[src/rtl/pc_sequencer.sv]
// Multi-cycle fetch/decode/execute/memory/update sequencer issuing one PC load per retired instruction.
// Minimum latency 4 cycles (F,D,E,U); stalls in FETCH/EXEC/MEM until ack/done, fetch stall bounded by FETCH_TIMEOUT.
module pc_sequencer #(
    parameter int unsigned FETCH_TIMEOUT = 1023,
    parameter int unsigned TIMEOUT_W     = 10
) (
    input  logic        i_clk,
    input  logic        i_rst_n,
    input  logic [31:0] i_PC,
    output logic        o_fetch_req,
    output logic [31:0] o_fetch_addr,
    input  logic        i_fetch_ack,
    input  logic [31:0] i_fetch_data,
    output logic [31:0] o_instr,
    output logic        o_instr_valid,
    input  logic        i_exec_done,
    input  logic        i_mem_op,
    input  logic        i_branch_taken,
    input  logic [31:0] i_branch_target,
    output logic        o_mem_start,
    input  logic        i_mem_done,
    input  logic        i_trap,
    input  logic [31:0] i_trap_vector,
    output logic        o_load_PC,
    output logic        o_jump_DV,
    output logic [31:0] o_jump_address,
    output logic        o_fault,
    output logic [2:0]  o_state
);

    typedef enum logic [2:0] {
        S_RESET  = 3'd0,
        S_FETCH  = 3'd1,
        S_DECODE = 3'd2,
        S_EXEC   = 3'd3,
        S_MEM    = 3'd4,
        S_UPDATE = 3'd5,
        S_HALT   = 3'd6
    } state_t;

    localparam logic [TIMEOUT_W-1:0] LP_LIMIT = TIMEOUT_W'(FETCH_TIMEOUT);
    localparam bit                   LP_TO_EN = (FETCH_TIMEOUT != 0);

    state_t               r_state;
    logic [TIMEOUT_W-1:0] r_cnt;
    logic [31:0]          r_instr;
    logic                 r_instr_valid;
    logic                 r_fetch_req;
    logic                 r_mem_start;
    logic                 r_load_pc;
    logic                 r_jump_dv;
    logic [31:0]          r_jump_addr;
    logic                 r_taken;
    logic [31:0]          r_target;
    logic                 r_fault;

    logic [31:0] w_trap_tgt;
    logic [31:0] w_exec_tgt;

    // Redirect targets are always word aligned.
    assign w_trap_tgt = {i_trap_vector[31:2], 2'b00};
    assign w_exec_tgt = {i_branch_target[31:2], 2'b00};

    always_ff @(posedge i_clk) begin
        if (!i_rst_n) begin
            r_state       <= S_RESET;
            r_cnt         <= '0;
            r_instr       <= '0;
            r_instr_valid <= 1'b0;
            r_fetch_req   <= 1'b0;
            r_mem_start   <= 1'b0;
            r_load_pc     <= 1'b0;
            r_jump_dv     <= 1'b0;
            r_jump_addr   <= '0;
            r_taken       <= 1'b0;
            r_target      <= '0;
            r_fault       <= 1'b0;
        end else begin
            r_instr_valid <= 1'b0;
            r_mem_start   <= 1'b0;
            r_load_pc     <= 1'b0;
            r_jump_dv     <= 1'b0;
            r_jump_addr   <= '0;
            case (r_state)
                S_RESET: begin
                    r_state     <= S_FETCH;
                    r_fetch_req <= 1'b1;
                end
                S_FETCH: begin
                    // An ack on the limit cycle takes priority over the timeout.
                    if (i_fetch_ack) begin
                        r_instr       <= i_fetch_data;
                        r_cnt         <= '0;
                        r_fetch_req   <= 1'b0;
                        r_instr_valid <= 1'b1;
                        r_state       <= S_DECODE;
                    end else if (LP_TO_EN && (r_cnt == LP_LIMIT)) begin
                        r_fetch_req <= 1'b0;
                        r_fault     <= 1'b1;
                        r_state     <= S_HALT;
                    end else begin
                        r_cnt <= r_cnt + 1'b1;
                    end
                end
                S_DECODE: begin
                    r_state <= S_EXEC;
                end
                S_EXEC: begin
                    if (i_trap) begin
                        r_taken     <= 1'b1;
                        r_target    <= w_trap_tgt;
                        r_load_pc   <= 1'b1;
                        r_jump_dv   <= 1'b1;
                        r_jump_addr <= w_trap_tgt;
                        r_state     <= S_UPDATE;
                    end else if (i_exec_done) begin
                        r_taken  <= i_branch_taken;
                        r_target <= w_exec_tgt;
                        if (i_mem_op) begin
                            r_mem_start <= 1'b1;
                            r_state     <= S_MEM;
                        end else begin
                            r_load_pc   <= 1'b1;
                            r_jump_dv   <= i_branch_taken;
                            r_jump_addr <= w_exec_tgt;
                            r_state     <= S_UPDATE;
                        end
                    end
                end
                S_MEM: begin
                    if (i_trap) begin
                        r_taken     <= 1'b1;
                        r_target    <= w_trap_tgt;
                        r_load_pc   <= 1'b1;
                        r_jump_dv   <= 1'b1;
                        r_jump_addr <= w_trap_tgt;
                        r_state     <= S_UPDATE;
                    end else if (i_mem_done) begin
                        r_load_pc   <= 1'b1;
                        r_jump_dv   <= r_taken;
                        r_jump_addr <= r_target;
                        r_state     <= S_UPDATE;
                    end
                end
                S_UPDATE: begin
                    r_fetch_req <= 1'b1;
                    r_state     <= S_FETCH;
                end
                S_HALT: begin
                    r_state <= S_HALT;
                end
                default: begin
                    r_fetch_req <= 1'b0;
                    r_state     <= S_RESET;
                end
            endcase
        end
    end

    // The PC register loads on the UPDATE edge, so the fetch address must track i_PC live.
    assign o_fetch_addr   = r_fetch_req ? i_PC : 32'd0;
    assign o_fetch_req    = r_fetch_req;
    assign o_instr        = r_instr;
    assign o_instr_valid  = r_instr_valid;
    assign o_mem_start    = r_mem_start;
    assign o_load_PC      = r_load_pc;
    assign o_jump_DV      = r_jump_dv;
    assign o_jump_address = r_jump_addr;
    assign o_fault        = r_fault;
    assign o_state        = r_state;

endmodule

[config.mk]
export PLATFORM = sky130hd
export DESIGN_NAME = pc_sequencer
export DESIGN_NICKNAME = d
export VERILOG_FILES = /design/src/rtl/pc_sequencer.sv
export SDC_FILE = /design/constraint.sdc
export NUM_CORES = 1
export LEC_CHECK = 0
export CORE_ASPECT_RATIO = 1.4
export CORE_MARGIN = 3
export CORE_UTILIZATION = 35
export CTS_CLUSTER_SIZE = 28
export DETAILED_ROUTE_END_ITERATION = 12
export PLACE_DENSITY_LB_ADDON = 0.12
export SKIP_LAST_GASP = 1
export SYNTH_ARGS = -nofsm -noshare
export SYNTH_HDL_FRONTEND = slang
export SYNTH_SLANG_ARGS = --single-unit
[constraint.sdc]
create_clock -name i_clk -period 3.1 [get_ports i_clk]
set_input_delay 0.62 -clock i_clk [delete_from_list [all_inputs] [get_ports i_clk]]
set_output_delay 0.62 -clock i_clk [all_outputs]
set_load 0.01 [all_outputs]
=== Word-level counts from Yosys, hierarchy flattened ===
Index checks and enable logic that the tools add are counted.
Widths: inputs -> output; s select.

* Flip-flop bits (word level): 116
* Output and inout port bits: 105

* Bitwise gates (word level): 5
* Multiplexer cells: 42
* Reductions and logical operators: 12
* Add/sub/neg operators: 1
* Equality and inequality tests: 12

{| class="wikitable"
|+ Operators by type and width
! cell !! number
|-
| $mux 32 || 9
|-
| $pmux 32 s2 || 2
|-
| $mux 10 || 2
|-
| $mux 1 || 18
|-
| $mux 3 || 6
|-
| $pmux 3 s6 || 1
|-
| $add 10x1->10 const B || 1
|-
| $eq 10x10->1 const B || 1
|-
| $eq 3x3->1 const B || 3
|-
| $ne 3x3->1 const B || 3
|-
| $reduce_and 3->1 || 3
|-
| $reduce_and 2->1 || 4
|-
| $reduce_or 4->1 || 2
|-
| $eq 3x2->1 const B || 2
|-
| $pmux 1 s2 || 3
|-
| $not 1->1 || 5
|-
| $ne 2x2->1 const B || 2
|-
| $eq 3x1->1 const B || 1
|-
| $logic_not 3->1 || 1
|-
| $pmux 1 s3 || 1
|-
| $reduce_bool 2->1 || 1
|-
| $reduce_or 2->1 || 1
|}

=== Depth between registers and ports, before layout ===
Gate-level depths: netlist of run 1.

* Depth after elaboration: 4
* Gate-level depth with buffers: 8

=== Worst setup path after synthesis of run 1 ===
Ideal clock, no wire load.

* Kind: input port to flip-flop
* Start point: in i_trap
* End point: reg r_jump_addr[26] (netlist: o_jump_address[26])
* Buffers on the path: 3
* Setup slack: 1.239 ns
* Stages: 6
* Arrival time: 1.796 ns
* Cell sequence: clkbuf_1 > clkbuf_1 > clkbuf_1 > a22oi_1 > o22a_1 > nor2_1

* Longest elaborated chain between the ends: 2
* Elaborated cells on any way between the ends: 3
* Those cells by class: mux: 3

{| class="wikitable"
|+ RTL lines
! item !! line !! text
|-
| start, declared || 22 || <nowiki>input logic i_trap,</nowiki>
|-
| $mux 32, on equally long branches || 131, 109 ||
|-
| $pmux 32 s2 (*) || 84 || <nowiki>case (r_state)</nowiki>
|-
| end signal, assigned || 125 || <nowiki>r_jump_addr <= w_exec_tgt;</nowiki>
|-
| end signal, assigned || 136 || <nowiki>r_jump_addr <= w_trap_tgt;</nowiki>
|-
| end signal, assigned || 141 || <nowiki>r_jump_addr <= r_target;</nowiki>
|-
| end, declared || 52 || <nowiki>logic [31:0] r_jump_addr;</nowiki>
|}

Mark *: on every way between the ends. The rest lies on a longest branch, timed or not.
A chain may end at the register's enable or synchronous reset.

=== Final worst setup path of run 1 ===
* Start point: reg r_fetch_req (netlist: o_fetch_req)
* End point: out o_fetch_addr[24]

* Longest elaborated chain between the ends: 1

{| class="wikitable"
|+ RTL lines
! item !! line !! text
|-
| start, declared || 48 || <nowiki>logic r_fetch_req;</nowiki>
|-
| start signal, assigned || 70 || <nowiki>r_fetch_req <= 1'b0;</nowiki>
|-
| start signal, assigned || 87 || <nowiki>r_fetch_req <= 1'b1;</nowiki>
|-
| start signal, assigned || 94 || <nowiki>r_fetch_req <= 1'b0;</nowiki>
|-
| $mux 32 || 161 || <nowiki>assign o_fetch_addr = r_fetch_req ? i_PC : 32'd0;</nowiki>
|-
| end, declared || 11 || <nowiki>output logic [31:0] o_fetch_addr,</nowiki>
|}

No other way between the ends.

==> reports/results.ini, run 1 <==
[run_status]
status = finished clean

[logic_synthesis]
synth_edf_count = 0
synth_top_area_share = 0.426
ys_ff_latch = 112
synthArstFlopShare = 0
synthesis.instances = 615
ys_types = 52
synth_area_leaders = dfxtp_1 (43%), a22oi_1 (8.6%), a21oi_1 (6.1%)
ys.flop_type = dfxtp_1
yosys-top-cells-count = dfxtp_1 (112), nand2_1 (72), a21oi_1 (64), a22oi_1 (60), nor2_1 (43)
synth.most_common_cell = dfxtp_1
yosys.area.top_type = dfxtp_1
ys_seq_area_frac = 0.426
synth.avg_cell_area_um2 = 8.56
yosys_warnings = 0
synth_area_um2 = 5270

[critical_path]
critical-path-slowest-cell = dfxtp_1
critPathRequiredTime_ns = 2.48
endpoint_kind = primary output
arrival_ns = 1.97
timing.reg2reg.worst_path_depth = 5
cp_cell_sequence = and2_1, clkdlybuf4s50_1
slowest_delay_ns = 0.83
worstSetupPathType = flip-flop to primary output
cp-start-kind = flip-flop
path_max_fanout = 34

[floorplan]
placementRows = 52
die_h_um = 151
initial_core_util = 0.361
die_w_um = 110
num_io_pins = 241
die_area_um2 = 16600
design.core.area_um2 = 14600

[power_and_ir_drop]
power.switching_uw = 1150
peakVddDrop_uv = 272
sw_frac_of_total = 0.301
power_density_nw_per_um2 = 479
p_int_uw = 2680
clkPwrFrac = 0.297
pwr-share-seq = 0.431
combPwrFrac = 0.272
p_leak_uw = 0.00293
power.total_uw = 3830

[clocking]
max-clock-path-buffers = 2
cts.sinks = 112
h-tree-depth = 3
tritoncts = yes
cts_buffers = 9
cts_resized = 0
cts.reportedPaths.clkPinSlew_ns = 0.08
cts_hold_buf = 0
cts_setup_buffers = 0
worstSkewPairLatency_ns = 0.34
cts_root_buf = clkbuf_16

[sta]
timing.hold.ws_ns = 0.457
fin_skew_ns = 0.00678
layout_setup_ws_ns = 0.513
tightest_slew_ns = 0.775
max-slew-margin-rel = 0.483
drv_slew = 0
clock.fmax_ghz = 0.387
layout_min_cycle_time_ns = 2.59
grt_setup_unrepaired = no
period_share = 0.835
hold_violations = 0
timing.setup.tns_ns = 0
finalSetupViolCount = 0

[layout]
synthToLayoutAreaGrowth_pct = 51.9
nets = 953
final_cells = 1010
antenna_cells = 0
drive_above_1_share = 0.0572

[hold_path]
hold_path_class = flip-flop to flip-flop
hold_path_depth = 2

[drt]
drc = 0
drt_iter0_drc = 333
detail-route-antenna-nets = 0
wl_per_cell_um = 17.6
totalWireLength_um = 17800
wl_met1_um = 7210
avgViaCountPerCell = 5.40
wl_met3_um = 1280
vias = 5450
top_layer = met4
firstDrtPassIters = 5
wl_met2_um = 9040

[global_routing]
grt_usage = 0.208
grt_pass1_wl_um = 27700
grt_pass1_vias = 5459
grt_max_degree = 38
grt-ovfl-total = 0
antenna_found_initial = 0

[placed_design]
dpl_worst_slack_ns = 0.675
gp_congestion = 0.838
post-dp-hpwl_um = 12300
dp_cells = 994
place.port_buffers = 234

[run]
drv_cap = 0

sequential cells by signal, summed over array words and instances (netlist names):
register and flops:
o_instr 32, o_mem_start 1, o_load_PC 1, o_jump_address 30, r_target 30, o_instr_valid 1, o_state 3, o_fault 1
r_cnt 10, o_jump_DV 1, r_taken 1, o_fetch_req 1
through the flow:
stage | cell area (um2) | util
5_1_grt | 8000 | 0.549
3_5_place_dp | 7710 | 0.529
6_report | 8000 | 0.549
4_1_cts | 8000 | 0.549
2_1_floorplan | 5270 | -
3_3_place_gp | 7710 | 0.529
cell type report:
class	instances	area (um2)
Multi-Input combinational cell	435	2750
Sequential cell	112	2240
Fill cell	1355	6580
Tap cell	189	236
Timing Repair Buffer	250	2460
Clock buffer	9	225
Inverter	8	30.0
Clock inverter	7	61.3
power groups by stage:
| stage | combinational, uW | sequential [uW] | clock [uW] |
|---|---|---|---|
| global route | 1130 | 1670 | 1230 |
| CTS | 1050 | 1650 | 1170 |
| floorplan | 538 | 1670 | 0 |
| detailed placement | 1040 | 1690 | 0 |
| global placement | 1030 | 1680 | 0 |
| finish | 1040 | 1650 | 1140 |
path summary, 6_finish.rpt:
path               start               end  slack (ns)
max          o_fetch_req  o_fetch_addr[24]        0.51
max reg2reg   o_state[1]      r_target[17]        0.64
min reg2reg   o_instr[2]        o_instr[2]        0.46
min           o_instr[2]        o_instr[2]        0.46
cells by family (layout without fill, tap and decap cells):
| kind of cell | Yosys count | count (layout) | synth area share |
|---|---|---|---|
| AOI/OAI and AO/OA | 213 | 213 | 0.283 |
| adders and majority gates | 1 | 1 | 0.00238 |
| buffers and inverters | 69 | 274 | 0.0589 |
| DFF | 112 | 112 | 0.426 |
| muxes | 30 | 30 | 0.0570 |
| other | 1 | 2 | 0.000712 |
| and+or+nand+nor | 189 | 189 | 0.172 |
worst max-delay path, delay by kind of cell, from the launching register on:
family / cells / cell delay (ns)
DFF: 1 / 0.83
buffers and inverters: 1 / 0.54
and+or+nand+nor: 1 / 0.25
cells in the final DEF, fill, tap and decap left out, drive strengths merged, types with 2 or more instances in the layout:
cell / Yosys / layout
a211oi: 3 / 3
a21oi: 64 / 64
a22oi: 60 / 60
a311oi: 4 / 4
a31oi: 6 / 6
a41oi: 2 / 2
and2: 32 / 32
and3: 2 / 2
buf: 21 / 17
clkbuf: 40 / 9
clkdlybuf4s50: 0 / 233
conb: 1 / 2
dfxtp: 112 / 112
inv: 8 / 13
mux2i: 30 / 30
nand2: 72 / 72
nand2b: 2 / 2
nand3: 3 / 3
nand4: 4 / 4
nor2: 43 / 43
nor2b: 4 / 4
nor3: 11 / 11
nor3b: 3 / 3
nor4: 3 / 3
o21ai: 4 / 4
o22a: 30 / 30
o31ai: 31 / 31
or2: 3 / 3
or3b: 2 / 2
per-layer routing:
| layer | up-vias | GRT usage |
|---|---|---|
| met5 | - | 0 |
| met4 | 0 | 0.0530 |
| met3 | 15 | 0.0448 |
| met2 | 224 | 0.367 |
| met1 | 2566 | 0.253 |
| li1 | 2645 | - |
No activity file was read; power rests on OpenSTA's default activity.
==> inputs of run 2 (changes only) <==
clock period = 2.5 ns   (was 3.1 ns; I/O delays follow)
==> run 2 against run 1 <==
  * Cell count rose by 0.50%
  * Hold slack got worse by 0.00069 ns
  * Routed wire length rose by 0.55%
  * Critical path type unchanged
  * Sequential share of layout area fell by 0.35 points
  * Via count rose by 0.50%
  * Sequential power rose by 24%
  * Die area did not move
  * Largest cell class unchanged
  * Clock power rose by 33%
  * Sequential cell count did not move
  * Register-to-register slack got worse by 0.20 ns
  * Clock skew rose by 0.0024 ns
  * First-iteration DRC count fell by 2.1%
==> reports/results.ini, run 2 (synthesized netlist as in run 1, its figures left out) <==
[clocking]
tritoncts = yes
cts_hold_buf = 0
h-tree-depth = 3
cts_setup_buffers = 0
cts.reportedPaths.clkPinSlew_ns = 0.08
cts_resized = 0
cts_root_buf = clkbuf_16
cts.sinks = 112
max-clock-path-buffers = 2
cts_buffers = 9
worstSkewPairLatency_ns = 0.35

[floorplan]
design.core.area_um2 = 14600
placementRows = 52
initial_core_util = 0.361
num_io_pins = 241
die_h_um = 151
die_w_um = 110
die_area_um2 = 16600

[sta]
max-slew-margin-rel = 0.612
timing.hold.ws_ns = 0.456
fin_skew_ns = 0.00915
drv_slew = 0
period_share = 0.880
tightest_slew_ns = 0.579
finalSetupViolCount = 0
hold_violations = 0
grt_setup_unrepaired = no
timing.setup.tns_ns = 0
clock.fmax_ghz = 0.454
layout_min_cycle_time_ns = 2.20

[power_and_ir_drop]
power.switching_uw = 1440
p_leak_uw = 0.00298
power.total_uw = 4890
p_int_uw = 3450
combPwrFrac = 0.271
sw_frac_of_total = 0.295
clkPwrFrac = 0.311
peakVddDrop_uv = 317
power_density_nw_per_um2 = 603
pwr-share-seq = 0.418

[layout]
synthToLayoutAreaGrowth_pct = 53.9
finish.utilization = 0.556
antenna_cells = 0
seq_area_um2 = 2240
drive_above_1_share = 0.0642
largest_reg_flops = 32
fill_cells = 1361
multiInputGateArea_um2 = 2750
nets = 958
final_cell_mix = clkdlybuf4s50_1 (233), dfxtp_1 (111), nand2_1 (72)
final_common_cell = clkdlybuf4s50_1

[critical_path]
worstSetupPathType = flip-flop to primary output
path_max_fanout = 34
endpoint_kind = primary output
cp-start-kind = flip-flop
critPathRequiredTime_ns = 2.00
arrival_ns = 1.70

[drt]
avgViaCountPerCell = 5.40
wl_per_cell_um = 17.6
drc = 0
vias = 5477
totalWireLength_um = 17900
detail-route-antenna-nets = 0
drt_iter0_drc = 326
firstDrtPassIters = 5

[global_routing]
grt_pass1_vias = 5469
grt_pass1_wl_um = 28200
grt-ovfl-total = 0
grt_use_met2 = 0.361
antenna_found_initial = 0
grt_max_degree = 43
grt-busiest-layer = met2
grt_usage = 0.213
grt_use_met1 = 0.262
grt_use_met3 = 0.0397

[placed_design]
gp_congestion = 0.821
place.port_buffers = 234
post-dp-hpwl_um = 12500

[run_status]
status = finished clean

[hold_path]
hold_path_class = flip-flop to flip-flop

[run]
drv_cap = 0

==> run 2: cell types whose count changed in the layout (fill, tap and decap cells not counted) <==
cell / change
buf_12: +3
buf_4: +2
inv_6: -2
bufinv_16: +1
clkinv_8: +1
dfxtp_1: -1
dfxtp_2: +1
==> run 2: path summary, 6_finish.rpt <==
path	startpoint	endpoint	slack (ns)	depth (start not counted)
min reg2reg	o_instr[10]	o_instr[10]	0.46	2
max	o_fetch_req	o_fetch_addr[27]	0.30	2
max reg2reg	o_state[2]	o_state[2]	0.44	5
min	o_instr[10]	o_instr[10]	0.46	2
==> run 2: per-stage QoR <==
stage               instances  worst slack (ns)  area [um2]
finish                   1015             0.299        8100
detailed placement        999             0.361        7790
global placement          999             0.360        7790
floorplan                 616             0.731        5270
CTS                      1015           0.00621        8100
global route             1015             0.204        8100
==> run 2: final cells by class <==
cell class              instances  share of cell area
flip-flops and latches        112               0.277
repair buffers                255               0.313
clock inverters                 7              0.0111
multi-input cells             435               0.339
well taps                     189              0.0292
clock buffers                   9              0.0278
inverters                       8             0.00371
==> run 2: worst max-delay path: stages, from the launching register on <==
cell and delay (ns):
dfxtp_2 0.58, and2_1 0.21, clkdlybuf4s50_1 0.56
==> run 2: power by group through the flow <==
stage	Sequential, uW	Combinational (uW)	Clock, uW
2_1_floorplan	2070	667	0
3_3_place_gp	2070	1310	0
3_5_place_dp	2080	1330	0
4_1_cts	2040	1340	1570
5_1_grt	2060	1440	1650
6_report	2040	1330	1520
==> run 2: per-layer routing <==
layer	wire, um	vias to the layer above
met5	0	-
met4	448	0
met3	1240	30
met2	8870	211
met1	7300	2584
li1	-	2652
==> inputs of run 3 (changes only) <==
==> constraint.sdc (replaced) <==
create_clock -name i_clk -period 1.8 [get_ports i_clk]
set_input_delay 0.18 -clock i_clk [delete_from_list [all_inputs] [get_ports i_clk]]
set_output_delay 0.18 -clock i_clk [all_outputs]
set_load 0.01 [all_outputs]
==> run 3 against run 2 <==
  * Clock-buffer cell count unchanged
  * Hold slack worse by 0.16 ns
  * Sequential power up 38%
  * Design area up 3.4%
  * Die area unchanged
  * Via count up 0.64%
  * Clock power up 45%
  * Register-to-register slack worse by 0.36 ns
  * Routed wire length down 1.0%
  * Global-route usage down 0.73 points
  * Clock skew down 0.0023 ns
==> reports/results.ini, run 3 (synthesized netlist as in run 1, its figures left out) <==
[placed_design]
post-dp-hpwl_um = 13000
dpl_worst_slack_ns = 0.0302
place.port_buffers = 234
place_area_um2 = 7950
dp_cells = 1018
gp_congestion = 0.904

[clocking]
cts_buffers = 9
cts.sinks = 112
cts_root_buf = clkbuf_16
cts.reportedPaths.clkPinSlew_ns = 0.07
h-tree-depth = 3
tritoncts = yes
max-clock-path-buffers = 2
worstSkewPairLatency_ns = 0.34

[power_and_ir_drop]
p_leak_uw = 0.00314
pwr-share-seq = 0.400
clkPwrFrac = 0.316
sw_frac_of_total = 0.285
peakVddDrop_uv = 453
power_density_nw_per_um2 = 837
power.switching_uw = 1990
combPwrFrac = 0.284
p_int_uw = 5020

[critical_path]
cp-start-kind = flip-flop
cpLargestDelayFamily = buffers and inverters
worst-r2r-setup-slack_ns = 0.08
cp_cell_sequence = buf_12, and2_1, clkdlybuf4s50_1
critPathRequiredTime_ns = 1.62
critical-path-slowest-cell = clkdlybuf4s50_1
path_max_fanout = 33
arrival_ns = 1.56
slowest_delay_ns = 0.55
path_buf_inv = 2
endpoint_kind = primary output
worstSetupPathType = flip-flop to primary output

[sta]
finalSetupViolCount = 0
clock.fmax_ghz = 0.575
hold_violations = 0
layout_setup_ws_ns = 0.0596
layout_min_cycle_time_ns = 1.74
max-slew-margin-rel = 0.668
period_share = 0.967
drv_slew = 0
fin_skew_ns = 0.00681
tightest_slew_ns = 0.494

[floorplan]
design.core.area_um2 = 14600
initial_core_util = 0.361
placementRows = 52
die_area_um2 = 16600
num_io_pins = 241
die_w_um = 110
die_h_um = 151

[drt]
firstDrtPassIters = 7
vias = 5512
drc = 0
detail-route-antenna-nets = 0
wl_per_cell_um = 17.0
avgViaCountPerCell = 5.30
totalWireLength_um = 17700
drt_iter0_drc = 390

[global_routing]
antenna_found_initial = 1
grt-ovfl-total = 0
grt_max_degree = 38
grt_pass1_wl_um = 27600
grt_usage = 0.206
grt_pass1_vias = 5386

[layout]
fin_area_um2 = 8370
largest_reg_flops = 32
nets = 982
synthToLayoutAreaGrowth_pct = 59.0
fill_cells = 1315
final_common_cell = clkdlybuf4s50_1
finish.utilization = 0.575
final_cells = 1040
drive_above_1_share = 0.0976
final_cell_mix = clkdlybuf4s50_1 (231), dfxtp_1 (108), nand2_1 (72)

[run_status]
status = finished clean

[run]
drv_cap = 0

[hold_path]
hold_path_class = input port to flip-flop

==> run 3: area by class of cell <==
class,count,area (um2),share of cell area
multi-input combinational,435,2770,0.331
timing repair buffer,279,2750,0.329
sequential,112,2250,0.268
tap,189,236,0.0282
clock buffer,9,225,0.0269
clock inverter,7,111,0.0133
inverter,8,30.0,0.00359
antenna,1,2.50,0.000299
==> run 3: power groups by stage <==
stage / Combinational [uW] / Sequential [uW] / Clock [uW]
2_1_floorplan: 926 / 2880 / 0
3_3_place_gp: 1920 / 2840 / 0
3_5_place_dp: 1960 / 2850 / 0
4_1_cts: 1970 / 2800 / 2280
5_1_grt: 2150 / 2830 / 2350
6_report: 1990 / 2810 / 2210
==> run 3: routing by layer <==
| metal | GRT usage | share of wire | routed length, um |
|---|---|---|---|
| met1 | 0.254 | 0.41 | 7280 |
| met2 | 0.354 | 0.51 | 8940 |
| met3 | 0.0422 | 0.059 | 1040 |
| met4 | 0.0680 | 0.023 | 405 |
| met5 | 0 | 0 | 0 |
==> run 3: timing repair <==
action | CTS | global route
hold endpoints to repair | 0 | 0
gates resized for setup | 4 | 10
endpoints found under the setup margin | 32 | 47
pin swaps | 0 | 5
hold buffers | 0 | 0
setup buffers | 0 | 5
==> run 3: worst reg2reg max path, stage by stage (launching register included) <==
cell and delay, ns:
dfxtp_2 0.36, ha_4 0.15, nand4_1 0.23, nor4_1 0.51
nor2_1 0.12, a211oi_1 0.26
==> run 3: final timing paths <==
kind	from	endpoint	cells after the start
worst max-delay path	o_fetch_req	o_fetch_addr[5]	3
worst min-delay path	i_trap	o_mem_start	2
worst max register to register	r_cnt[0]	r_cnt[0]	5
worst min register to register	o_instr[7]	o_instr[7]	2
==> run 3: metrics by stage <==
step	total power [uW]	hold slack (ns)	TNS, ns
global placement	4760	0.442	0
floorplan	3810	0.316	0
finish	7010	0.301	0
CTS	7050	0.287	0
global route	7340	0.320	-0.00598
detailed placement	4810	0.449	0
